`config.mk`:
```
export PLATFORM = sky130hd
export DESIGN_NAME = pwm_mask_sync
export DESIGN_NICKNAME = d
export VERILOG_FILES = /design/src/rtl/pwm_mask_pkg.sv /design/src/rtl/pwm_sync_divider.sv /design/src/rtl/pwm_mask_sync.sv
export SDC_FILE = /design/constraint.sdc
export NUM_CORES = 1
export LEC_CHECK = 0
export BUFFER_PORTS_ARGS = -buffer_cell sky130_fd_sc_hd__buf_4
export CAP_MARGIN = 20
export CORE_ASPECT_RATIO = 0.8
export CORE_UTILIZATION = 50
export CTS_CLUSTER_SIZE = 8
export DETAILED_ROUTE_END_ITERATION = 10
export PLACE_DENSITY = 0.79
export SLEW_MARGIN = 40
export SYNTH_ARGS = -nofsm -noshare
export SYNTH_HDL_FRONTEND = slang
export SYNTH_SLANG_ARGS = --single-unit
```
`constraint.sdc`:
```
create_clock -name clk -period 2.3 [get_ports clk]
set_input_delay 0 -clock clk [delete_from_list [all_inputs] [get_ports clk]]
set_output_delay 0 -clock clk [all_outputs]
set_load 0.005 [all_outputs]
```
`src/rtl/pwm_mask_pkg.sv`:
```
// Shared definitions for the PWM mask synchroniser: update-mode encodings and
// default sizing constants.
package pwm_mask_pkg;

   localparam int WIDTH_DEF = 32;
   localparam int DIV_W_DEF = 8;

   typedef enum logic [1:0] {
      MODE_IMMEDIATE = 2'd0,
      MODE_SYNC      = 2'd1,
      MODE_DECIM     = 2'd2,
      MODE_FREEZE    = 2'd3
   } mode_e;

endpackage

```
`src/rtl/pwm_sync_divider.sv`:
```
// Sync-event decimator: hit fires on a tick when the down-counter sits at zero,
// and the counter reloads from div at that moment.
module pwm_sync_divider
   import pwm_mask_pkg::*;
#(
   parameter int DIV_W = DIV_W_DEF
) (
   input  logic             clk,
   input  logic             rst,
   input  logic             ce,
   input  logic             tick,
   input  logic [DIV_W-1:0] div,
   output logic             hit
);

   logic [DIV_W-1:0] divcnt;
   logic             at_zero;

   assign at_zero = (divcnt == '0);
   assign hit     = ce & tick & at_zero;

   // div is only sampled at reload, so a new ratio applies from the next period.
   always_ff @(posedge clk or posedge rst) begin
      if (rst) begin
         divcnt <= '0;
      end else if (ce && tick) begin
         // NOTE: registers use non-blocking assignments so every flop samples
         // pre-edge values, independent of statement order.
         if (at_zero) divcnt <= div;
         else         divcnt <= divcnt - DIV_W'(1);
      end
   end

endmodule

```
`src/rtl/pwm_mask_sync.sv`:
```
// Double-buffered PWM output mask with selectable update timing (immediate,
// carrier-synchronised, decimated, frozen) and a sticky fault trip.
module pwm_mask_sync
   import pwm_mask_pkg::*;
#(
   parameter int WIDTH = WIDTH_DEF,
   parameter int DIV_W = DIV_W_DEF
) (
   input  logic             clk,
   input  logic             rst,
   input  logic             ce,
   input  logic [WIDTH-1:0] mask_in,
   input  logic             mask_wr,
   input  logic [1:0]       mode,
   input  logic [DIV_W-1:0] div,
   input  logic             intmask,
   input  logic             trip,
   input  logic             trip_clr,
   output logic [WIDTH-1:0] mask_out,
   output logic             pending,
   output logic             update_pulse,
   output logic             tripped
);

   mode_e            cur_mode;
   logic [WIDTH-1:0] shadow;
   logic             init_done;
   logic             decim_hit;
   logic             sync_evt;
   logic             blocked;

   logic [WIDTH-1:0] shadow_d;
   logic [WIDTH-1:0] mask_d;
   logic             pending_d;
   logic             pulse_d;
   logic             tripped_d;
   logic             init_d;

   assign cur_mode = mode_e'(mode);

   pwm_sync_divider #(
      .DIV_W (DIV_W)
   ) u_divider (
      .clk  (clk),
      .rst  (rst),
      .ce   (ce),
      .tick (intmask),
      .div  (div),
      .hit  (decim_hit)
   );

   assign sync_evt = (cur_mode == MODE_SYNC) ? intmask : decim_hit;
   assign blocked  = tripped | trip;

   always_comb begin
      // NOTE: every signal driven here gets a default first, so no path can
      // leave one unassigned and infer a latch.
      shadow_d  = shadow;
      mask_d    = mask_out;
      pending_d = pending;
      pulse_d   = 1'b0;
      tripped_d = tripped;
      init_d    = init_done;

      if (ce) begin
         if (!init_done) begin
            // First enabled cycle after reset seeds both registers silently.
            init_d = 1'b1;
            if (!blocked) begin
               shadow_d = mask_in;
               mask_d   = mask_in;
            end
         end else if (blocked) begin
            if (mask_wr) begin
               shadow_d  = mask_in;
               pending_d = 1'b1;
            end
         end else begin
            case (cur_mode)
               MODE_IMMEDIATE: begin
                  if (mask_wr) begin
                     shadow_d  = mask_in;
                     mask_d    = mask_in;
                     pending_d = 1'b0;
                     pulse_d   = 1'b1;
                  end else if (pending) begin
                     mask_d    = shadow;
                     pending_d = 1'b0;
                     pulse_d   = 1'b1;
                  end
               end
               MODE_SYNC, MODE_DECIM: begin
                  // A write coinciding with an update lands behind it: the old
                  // shadow goes out and the new value stays pending.
                  if (sync_evt && pending) begin
                     mask_d    = shadow;
                     pulse_d   = 1'b1;
                     pending_d = mask_wr;
                  end else if (mask_wr) begin
                     pending_d = 1'b1;
                  end
                  if (mask_wr) shadow_d = mask_in;
               end
               default: begin
                  if (mask_wr) begin
                     shadow_d  = mask_in;
                     pending_d = 1'b1;
                  end
               end
            endcase
         end
      end

      // Trip handling ignores ce; trip beats trip_clr.
      if (trip) begin
         mask_d    = '0;
         tripped_d = 1'b1;
         pulse_d   = 1'b0;
      end else if (trip_clr && tripped) begin
         tripped_d = 1'b0;
         pending_d = 1'b1;
      end
   end

   always_ff @(posedge clk or posedge rst) begin
      if (rst) begin
         shadow       <= '0;
         mask_out     <= '0;
         pending      <= 1'b0;
         update_pulse <= 1'b0;
         tripped      <= 1'b0;
         init_done    <= 1'b0;
      end else begin
         shadow       <= shadow_d;
         mask_out     <= mask_d;
         pending      <= pending_d;
         update_pulse <= pulse_d;
         tripped      <= tripped_d;
         init_done    <= init_d;
      end
   end

endmodule

```
==> impl_metrics.json, run 1 <==
{
  "status": "completed",
  "utilization": 0.725,
  "setup_ws_ns": 0.211,
  "period_share": 0.908,
  "min_period_ns": 2.09,
  "peakVddDrop_mv": 0.456,
  "grt_pass1_vias": 3156,
  "setup_viol": 0,
  "synth_top_family_by_area": "multiplexers",
  "critPathBufInv": 0,
  "end_kind": "flip-flop",
  "drtIter0Drc": 154,
  "drive_gt1_frac": 0.333,
  "hold_violations": 0,
  "num_rows": 27,
  "ctsHtreeMaxLevel": 3,
  "grt_usage": 0.245,
  "syn_area_per_cell_sq_um": 11.5,
  "synthAdderAreaFrac": 0.0168,
  "synthArstFlopShare": 1.00,
  "netlist.area_leader.share": 0.512,
  "switchingPower_mw": 1.13,
  "cts_made_buffers": 9,
  "pre_cts_ws_ns": -0.0142,
  "route.detailed.drc": 0,
  "overflow": 0,
  "cp_cell_sequence": "and3b_1, a211oi_2, or3_4, o311ai_0",
  "routedWlPerCell_um": 16.1,
  "dp_cells": 484,
  "sw_frac_of_total": 0.311,
  "ioPinCount": 84,
  "diodes": 0,
  "seqPwrFrac": 0.473,
  "synth_edf_count": 0,
  "slew_headroom": 0.466,
  "fin_hold_ws_ns": 0.0676,
  "crit_family": "compound AO/OA/AOI/OAI gates",
  "synth_nets": 378,
  "io_buffers": 83,
  "synth_compound_area_frac": 0.153,
  "synthMuxAreaShare": 0.191,
  "holdCritPathClass": "primary input to flip-flop",
  "path_class": "flip-flop to flip-flop",
  "yosysWarnings": 0,
  "vias_per_cell": 5.62,
  "yosys.area.top_type": "dfrtp_1",
  "clk_pin_slew_ns": 0.07,
  "die_h_um": 79.1,
  "critical-path-slowest-cell": "a211oi_2",
  "wl_um": 8770,
  "synth_area_sq_um": 3720,
  "area_delta_synth_final_pct": 37.0,
  "power.share.clock": 0.273,
  "ys_seq_area_frac": 0.512,
  "antenna_left": 0,
  "pwr-share-comb": 0.254,
  "place_hpwl_um": 5650,
  "cts.path.max_buffers": 2,
  "antenna_found_initial": 0,
  "p_int_mw": 2.49,
  "leakagePower_nw": 2.28,
  "die_w_um": 98.4,
  "syn_inst": 324,
  "synth_ff_type": "dfrtp_1",
  "slowest_delay_ns": 0.72,
  "dr.pass1.iters": 8,
  "synth_cell_types": 44,
  "fmax_ghz": 0.479,
  "core_area_sq_um": 7030,
  "fin_skew_ns": 0.0113,
  "grt_pass1_wl_um": 14700,
  "place.gp.congestion": 0.804,
  "crit_fanout": 13,
  "tightest_slew_ns": 0.800,
  "clock-sinks": 76,
  "clk_latency_ns": 0.35,
  "layout.nets": 506,
  "cts_tree": "built",
  "post_cts_buffers": 0,
  "final_cell_count_no_fill": 543,
  "cp-start-kind": "flip-flop",
  "maxCapViolations": 0,
  "vias": 3054,
  "grt_setup_unrepaired": "no",
  "yosys.area_share.simple": 0.0687,
  "pwr_density_cell_nw_per_um2": 711,
  "final_common_cell": "buf_4",
  "grt_max_degree": 36,
  "start_util": 0.529,
  "cts_root_buf": "clkbuf_8",
  "synth_seq_cells": 76,
  "synth-xor-area-share": 0,
  "yosys-top-cells-area": "dfrtp_1 (51%), mux2_2 (9.7%), mux2i_1 (9.4%), o311ai_0 (3.5%), o22ai_1 (3.4%)",
  "required_ns": 2.50,
  "slew_viol_final": 0,
  "fp.dieArea_sq_um": 7790,
  "layout_common_cells": "buf_4 (91), dfrtp_1 (76), dlygate4sd3_1 (44)",
  "worstPathArrival_ns": 2.29
}
==> registers in the layout, indices dropped and copies added, names as in the netlist <==
register          cells
mask_out             32
shadow               32
u_divider.divcnt      8
init_done             1
pending               1
tripped               1
update_pulse          1
==> logic make-up (layout without fill, tap and decap cells) <==
| group | after synthesis | count (layout) |
|---|---|---|
| muxes | 67 | 67 |
| DFF | 76 | 76 |
| buffers and inverters | 51 | 183 |
| and+or+nand+nor | 48 | 48 |
| AOI/OAI and AO/OA | 77 | 77 |
| adders and majority gates | 5 | 5 |
==> power groups by stage <==
stage	clock network [mW]	registers (mW)	logic, mW
final	0.989	1.71	0.921
after global routing	1.06	1.74	1.02
after CTS	1.01	1.70	0.911
after detailed placement	0	1.73	0.844
after global placement	0	1.71	0.820
after floorplan	0	1.69	0.569
==> tightest hold or removal path, cell delays in order <==
cell and delay (ns):
buf_4 0.08, o21ai_0 0.08, a32oi_1 0.21
==> cells in the mapped netlist, types with 4 or more instances <==
master	n
inv_1	32
mux2i_1	35
a21oi_1	6
o311ai_0	15
buf_2	8
o22ai_1	20
ha_1	5
clkbuf_1	8
nand2_1	21
nand3_1	4
mux2_2	32
dfrtp_1	76
o21ai_0	9
o311ai_1	10
nor3_1	4
==> cell type report <==
| cell class | count | area [sq um] |
|---|---|---|
| inverter | 32 | 121 |
| fill | 505 | 1930 |
| multi-input combinational | 197 | 1630 |
| clock inverter | 6 | 63.8 |
| timing repair buffer | 136 | 1140 |
| clock buffer | 9 | 124 |
| sequential | 76 | 1900 |
| tap | 87 | 109 |
==> what timing repair did <==
| item | CTS | global route |
|---|---|---|
| resized for setup | 1 | 2 |
| hold buffers | 44 | 0 |
| endpoints found under the hold margin | 94 | 0 |
| endpoints found under the setup margin | 2 | 36 |
| pin swaps | 0 | 0 |
==> path summary, 6_finish.rpt <==
kind,to,cells after the start,slack [ns],startpoint
min reg2reg,shadow[31]$_DFFE_PP0P_,1,0.51,shadow[31]$_DFFE_PP0P_
max,mask_out[15]$_DFFE_PP0P_,4,0.21,u_divider.divcnt[5]$_DFFE_PP0N_
min in group asynchronous,shadow[26]$_DFFE_PP0P_,3,0.27,rst
min,u_divider.divcnt[6]$_DFFE_PP0N_,3,0.07,div[6]
max in group asynchronous,mask_out[4]$_DFFE_PP0P_,4,1.29,rst
max reg2reg,mask_out[15]$_DFFE_PP0P_,4,0.21,u_divider.divcnt[5]$_DFFE_PP0N_
==> stage by stage <==
stage	setup TNS (ns)	total power, mW	area [sq um]
2_1_floorplan	0	2.26	3720
3_3_place_gp	0	2.53	4450
3_5_place_dp	-0.0142	2.57	4450
4_1_cts	0	3.62	5080
5_1_grt	0	3.82	5090
6_report	0	3.62	5090
==> layer usage <==
| metal | part of all wire | vias up | routed length, um | global-route usage |
|---|---|---|---|---|
| met4 | 0.018 | 0 | 157 | 0.0896 |
| met3 | 0.058 | 16 | 508 | 0.0775 |
| met2 | 0.49 | 96 | 4260 | 0.404 |
| met5 | 0 | - | 0 | 0 |
| li1 | - | 1456 | - | - |
| met1 | 0.44 | 1486 | 3840 | 0.306 |
No activity file was read; power rests on OpenSTA's default activity.
==> run 2, diff against run 1 <==
--- a/config.mk
+++ b/config.mk
@@ -11,6 +11,7 @@
 export CORE_UTILIZATION = 50
 export CTS_CLUSTER_SIZE = 8
 export DETAILED_ROUTE_END_ITERATION = 10
+export HOLD_SLACK_MARGIN = 0.08
 export PLACE_DENSITY = 0.79
 export SLEW_MARGIN = 40
 export SYNTH_ARGS = -nofsm -noshare
==> constraint.sdc (replaced) <==
create_clock -name clk -period 2.3 [get_ports clk]
set_input_delay 0.115 -clock clk [delete_from_list [all_inputs] [get_ports clk]]
set_output_delay 0.115 -clock clk [all_outputs]
set_load 0.005 [all_outputs]
==> run 2 against run 1 <==
  * The run now ends with DRC left
  * Clock skew grew 0.0011 ns
  * Fmax is 2.1% lower
  * Core utilization down 0.32 points
  * Global-route usage grew 0.51 points
  * Setup slack got worse by 0.046 ns
  * Routed wire length up 3.9%
  * Critical path depth rose by 3
  * Sequential power hardly changed
==> impl_metrics.json, run 2 (synthesized netlist as in run 1, its figures left out) <==
{
  "grt_setup_unrepaired": "no",
  "fmax_ghz": 0.468,
  "io_buffers": 83,
  "pwr_density_cell_nw_per_um2": 714,
  "slew_headroom": 0.599,
  "area_delta_synth_final_pct": 36.4,
  "cts_made_buffers": 9,
  "final_cell_count_no_fill": 542,
  "core_area_sq_um": 7030,
  "start_util": 0.529,
  "vias_per_cell": 5.70,
  "overflow": 0,
  "status": "finished with violations",
  "leakagePower_nw": 2.28,
  "fp.dieArea_sq_um": 7790,
  "setup_viol": 0,
  "ioPinCount": 84,
  "wl_um": 9110,
  "clk_latency_ns": 0.36,
  "antenna_found_initial": 0,
  "slew_viol_final": 0,
  "layout.nets": 504,
  "tightest_slew_ns": 0.602,
  "cts.path.max_buffers": 2,
  "maxCapViolations": 0,
  "violations": "DRC",
  "grt_pass1_wl_um": 15100,
  "route.detailed.drc": 2,
  "hold_violations": 0,
  "cts_tree": "built",
  "grt_usage": 0.251,
  "end_kind": "flip-flop",
  "grt_max_degree": 67,
  "num_rows": 27,
  "crit_fanout": 20,
  "worstPathArrival_ns": 2.35,
  "holdCritPathClass": "primary input to flip-flop",
  "period_share": 0.928,
  "die_w_um": 98.4,
  "vias": 3087,
  "dp_cells": 486,
  "layout_common_cells": "buf_4 (93), dfrtp_1 (76), dlygate4sd3_1 (40)",
  "top_regs": "mask_out (32), shadow (32), u_divider.divcnt (8)",
  "die_h_um": 79.1,
  "dr.pass1.iters": 9,
  "path_class": "flip-flop to flip-flop",
  "ctsHtreeMaxLevel": 3,
  "cp-start-kind": "flip-flop",
  "clk_pin_slew_ns": 0.08,
  "grt_pass1_vias": 3152,
  "drive_gt1_frac": 0.343,
  "min_period_ns": 2.14,
  "place_hpwl_um": 5910,
  "setup_tns_ns": 0,
  "antenna_left": 0,
  "routedWlPerCell_um": 16.8,
  "clock-sinks": 76,
  "drtIter0Drc": 152,
  "cts_root_buf": "clkbuf_8",
  "fin_skew_ns": 0.0124,
  "diodes": 0,
  "required_ns": 2.52,
  "peakVddDrop_mv": 0.425,
  "final_common_cell": "buf_4",
  "place.gp.congestion": 0.780
}
==> run 2: power breakdown <==
part	switching, mW	internal [mW]
Sequential	0.188	1.53
Clock	0.507	0.452
Combinational	0.462	0.482
==> run 2: critical path: stages, from the launching register on <==
cell and delay (ns):
dfrtp_1 0.47, inv_1 0.14, ha_1 0.22, nor3b_2 0.31
nand3_1 0.17, a221oi_2 0.27, buf_4 0.30, o22ai_1 0.12
==> run 2: final timing paths <==
path                                            startpoint                         endpoint  slack, ns  cells after the start
max                        u_divider.divcnt[0]$_DFFE_PP0N_          mask_out[3]$_DFFE_PP0P_       0.16                      7
min                                                 div[4]  u_divider.divcnt[4]$_DFFE_PP0N_       0.09                      3
max reg2reg                u_divider.divcnt[0]$_DFFE_PP0N_          mask_out[3]$_DFFE_PP0P_       0.16                      7
min reg2reg                         shadow[30]$_DFFE_PP0P_           shadow[30]$_DFFE_PP0P_       0.51                      1
max in group asynchronous                              rst  u_divider.divcnt[3]$_DFFE_PP0N_       1.45                      4
min in group asynchronous                              rst           shadow[23]$_DFFE_PP0P_       0.24                      3
==> run 2: timing repair <==
| action | in CTS | in global routing |
|---|---|---|
| endpoints found under the setup margin | 21 | 4 |
| setup buffers | 0 | 0 |
| gates cloned | 0 | 0 |
| endpoints found under the hold margin | 132 | 0 |
| hold buffers | 40 | 0 |
| gates resized for setup | 2 | 2 |
==> run 2: metrics by stage <==
| stage | instance area (sq um) | utilization | hold WS, ns | setup WS (ns) | power [mW] |
|---|---|---|---|---|---|
| finish | 5070 | 0.722 | 0.0933 | 0.165 | 3.62 |
| global route | 5070 | 0.722 | 0.0925 | 0.0353 | 3.82 |
| CTS | 5060 | 0.721 | 0.0803 | 0.121 | 3.62 |
| detailed placement | 4470 | 0.636 | 0.0515 | -0.113 | 2.60 |
| global placement | 4470 | 0.636 | 0.0386 | 0.0641 | 2.55 |
| floorplan | 3720 | - | 0.223 | 0.247 | 2.26 |
==> run 2: layout make-up <==
cell class	instances	area (sq um)
Timing Repair Buffer	134	1120
Tap cell	87	109
Clock buffer	11	151
Clock inverter	5	35.0
Fill cell	492	1960
Multi-Input combinational cell	197	1630
Inverter	32	121
Sequential cell	76	1900
==> run 2: layer usage <==
metal / global-route usage / share of wire
met1: 0.305 / 0.41
met2: 0.433 / 0.51
met3: 0.0687 / 0.065
met4: 0.0851 / 0.013
met5: 0 / 0
==> run 3, diff against run 2 <==
--- a/config.mk
+++ b/config.mk
@@ -13,6 +13,7 @@
 export DETAILED_ROUTE_END_ITERATION = 10
 export HOLD_SLACK_MARGIN = 0.08
 export PLACE_DENSITY = 0.79
+export SETUP_SLACK_MARGIN = 0.2
 export SLEW_MARGIN = 40
 export SYNTH_ARGS = -nofsm -noshare
 export SYNTH_HDL_FRONTEND = slang
==> run 3 against run 2 <==
  * The flow still finishes with violations (DRC)
  * Core utilization increased by 1.9 points
  * Clock skew decreased by 0.0019 ns
  * Clock power decreased by 0.6%
  * Flip-flop and latch count stayed put
  * Register-to-register slack better by 0.08 ns
  * First-iteration DRC count rose by 24%
  * Fmax increased by 3.9%
  * Sequential power barely moved
  * Sequential share of layout area decreased by 0.90 points
  * Via count rose by 2.8%
==> impl_metrics.json, run 3 (synthesized netlist as in run 1, its figures left out) <==
{
  "status": "finished with violations",
  "violations": "DRC",
  "wl_um": 9520,
  "leakagePower_nw": 2.34,
  "start_util": 0.529,
  "period_share": 0.894,
  "clk_latency_ns": 0.35,
  "drtIter0Drc": 189,
  "vias": 3174,
  "holdPathStages": 3,
  "worstPathArrival_ns": 2.30,
  "fp.dieArea_sq_um": 7790,
  "cts_root_buf": "clkbuf_8",
  "clock-sinks": 76,
  "top_regs": "mask_out (32), shadow (32), u_divider.divcnt (8)",
  "grt_pass1_vias": 3155,
  "fin_hold_ws_ns": 0.0928,
  "cts_made_buffers": 9,
  "cts_tree": "built",
  "vias_per_cell": 5.78,
  "diodes": 0,
  "grt_setup_unrepaired": "no",
  "io_buffers": 83,
  "slew_viol_final": 0,
  "place.gp.congestion": 0.780,
  "startpoint": "u_divider.divcnt[5]$_DFFE_PP0N_",
  "hold_violations": 0,
  "ctsHtreeMaxLevel": 3,
  "grt_pass1_wl_um": 15100,
  "utilization": 0.740,
  "maxCapViolations": 0,
  "ioPinCount": 84,
  "final_common_cell": "buf_4",
  "path_class": "flip-flop to flip-flop",
  "antenna_left": 0,
  "reg2reg_depth": 5,
  "num_rows": 27,
  "core_area_sq_um": 7030,
  "dr.pass1.iters": 10,
  "area_delta_synth_final_pct": 39.9,
  "holdCritPathClass": "primary input to flip-flop",
  "hold_end": "u_divider.divcnt[4]$_DFFE_PP0N_",
  "die_h_um": 79.1,
  "pwr_density_cell_nw_per_um2": 716,
  "r2r-start": "u_divider.divcnt[5]$_DFFE_PP0N_",
  "crit_fanout": 13,
  "grt_usage": 0.251,
  "required_ns": 2.54,
  "setup_viol": 0,
  "r2r_slack_ns": 0.24,
  "clk_pin_slew_ns": 0.08,
  "reg2reg_to": "mask_out[15]$_DFFE_PP0P_",
  "layout_common_cells": "buf_4 (97), dfrtp_1 (74), dlygate4sd3_1 (40)",
  "slew_headroom": 0.558,
  "layout.nets": 511,
  "end_kind": "flip-flop",
  "drive_gt1_frac": 0.372,
  "tightest_slew_ns": 0.664,
  "routedWlPerCell_um": 17.3,
  "route.detailed.drc": 2,
  "grt_max_degree": 67,
  "peakVddDrop_mv": 0.424,
  "cp-start-kind": "flip-flop",
  "fin_skew_ns": 0.0105,
  "fmax_ghz": 0.487,
  "antenna_found_initial": 0,
  "place_hpwl_um": 5910,
  "hp-start": "div[4]",
  "min_period_ns": 2.06,
  "die_w_um": 98.4,
  "overflow": 0,
  "cts.path.max_buffers": 2
}
[run 3: through the flow]
step | cell area [sq um] | TNS (ns) | instances | power, mW | setup slack [ns]
2_1_floorplan | 3720 | 0 | 324 | 2.26 | 0.247
3_3_place_gp | 4470 | 0 | 486 | 2.55 | 0.0641
3_5_place_dp | 4470 | -1.19 | 486 | 2.60 | -0.113
4_1_cts | 5080 | 0 | 542 | 3.64 | 0.221
5_1_grt | 5200 | 0 | 549 | 3.92 | 0.203
6_report | 5200 | 0 | 549 | 3.72 | 0.245
[run 3: power breakdown]
group	internal [mW]	total (mW)	switching [mW]	leakage, nW
clock	0.452	0.954	0.502	0.0957
combinational	0.536	1.05	0.516	1.29
sequential	1.53	1.72	0.185	0.955
[run 3: area by class of cell]
cell class	count	area, sq um
clock inverter	5	35.0
timing repair buffer	141	1180
inverter	32	121
tap	87	109
fill	469	1830
sequential	76	1900
multi-input combinational	197	1700
clock buffer	11	151
[run 3: layer usage]
layer / vias up / global-route usage / part of all wire
met3: 10 / 0.0687 / 0.065
met2: 141 / 0.434 / 0.52
met5: - / 0 / 0
met4: 0 / 0.0851 / 0.0088
li1: 1468 / - / -
met1: 1555 / 0.305 / 0.40
[run 3: critical path, cell delays in order, from the launching register on]
cell      delay, ns
dfrtp_1        0.46
and3b_1        0.40
a211oi_2       0.11
buf_4          0.19
or3_4          0.47
o311ai_2       0.32
[run 3: how the worst max path moves through the flow]
stage / end / cells after the start
2_1_floorplan: init_done$_DFFE_PP0P_ / 1
3_3_place_gp: mask_out[17]$_DFFE_PP0P_ / 6
3_5_place_dp: mask_out[17]$_DFFE_PP0P_ / 6
4_1_cts: mask_out[3]$_DFFE_PP0P_ / 7
5_1_grt: mask_out[12]$_DFFE_PP0P_ / 5
6_report: mask_out[15]$_DFFE_PP0P_ / 5
[run 3: timing repair]
action	in CTS	in global routing
endpoints found under the setup margin	37	36
cloned	0	2
gates resized for setup	5	21
endpoints found under the hold margin	132	0
setup buffers	0	5
hold buffers	40	0
pin swaps	0	3
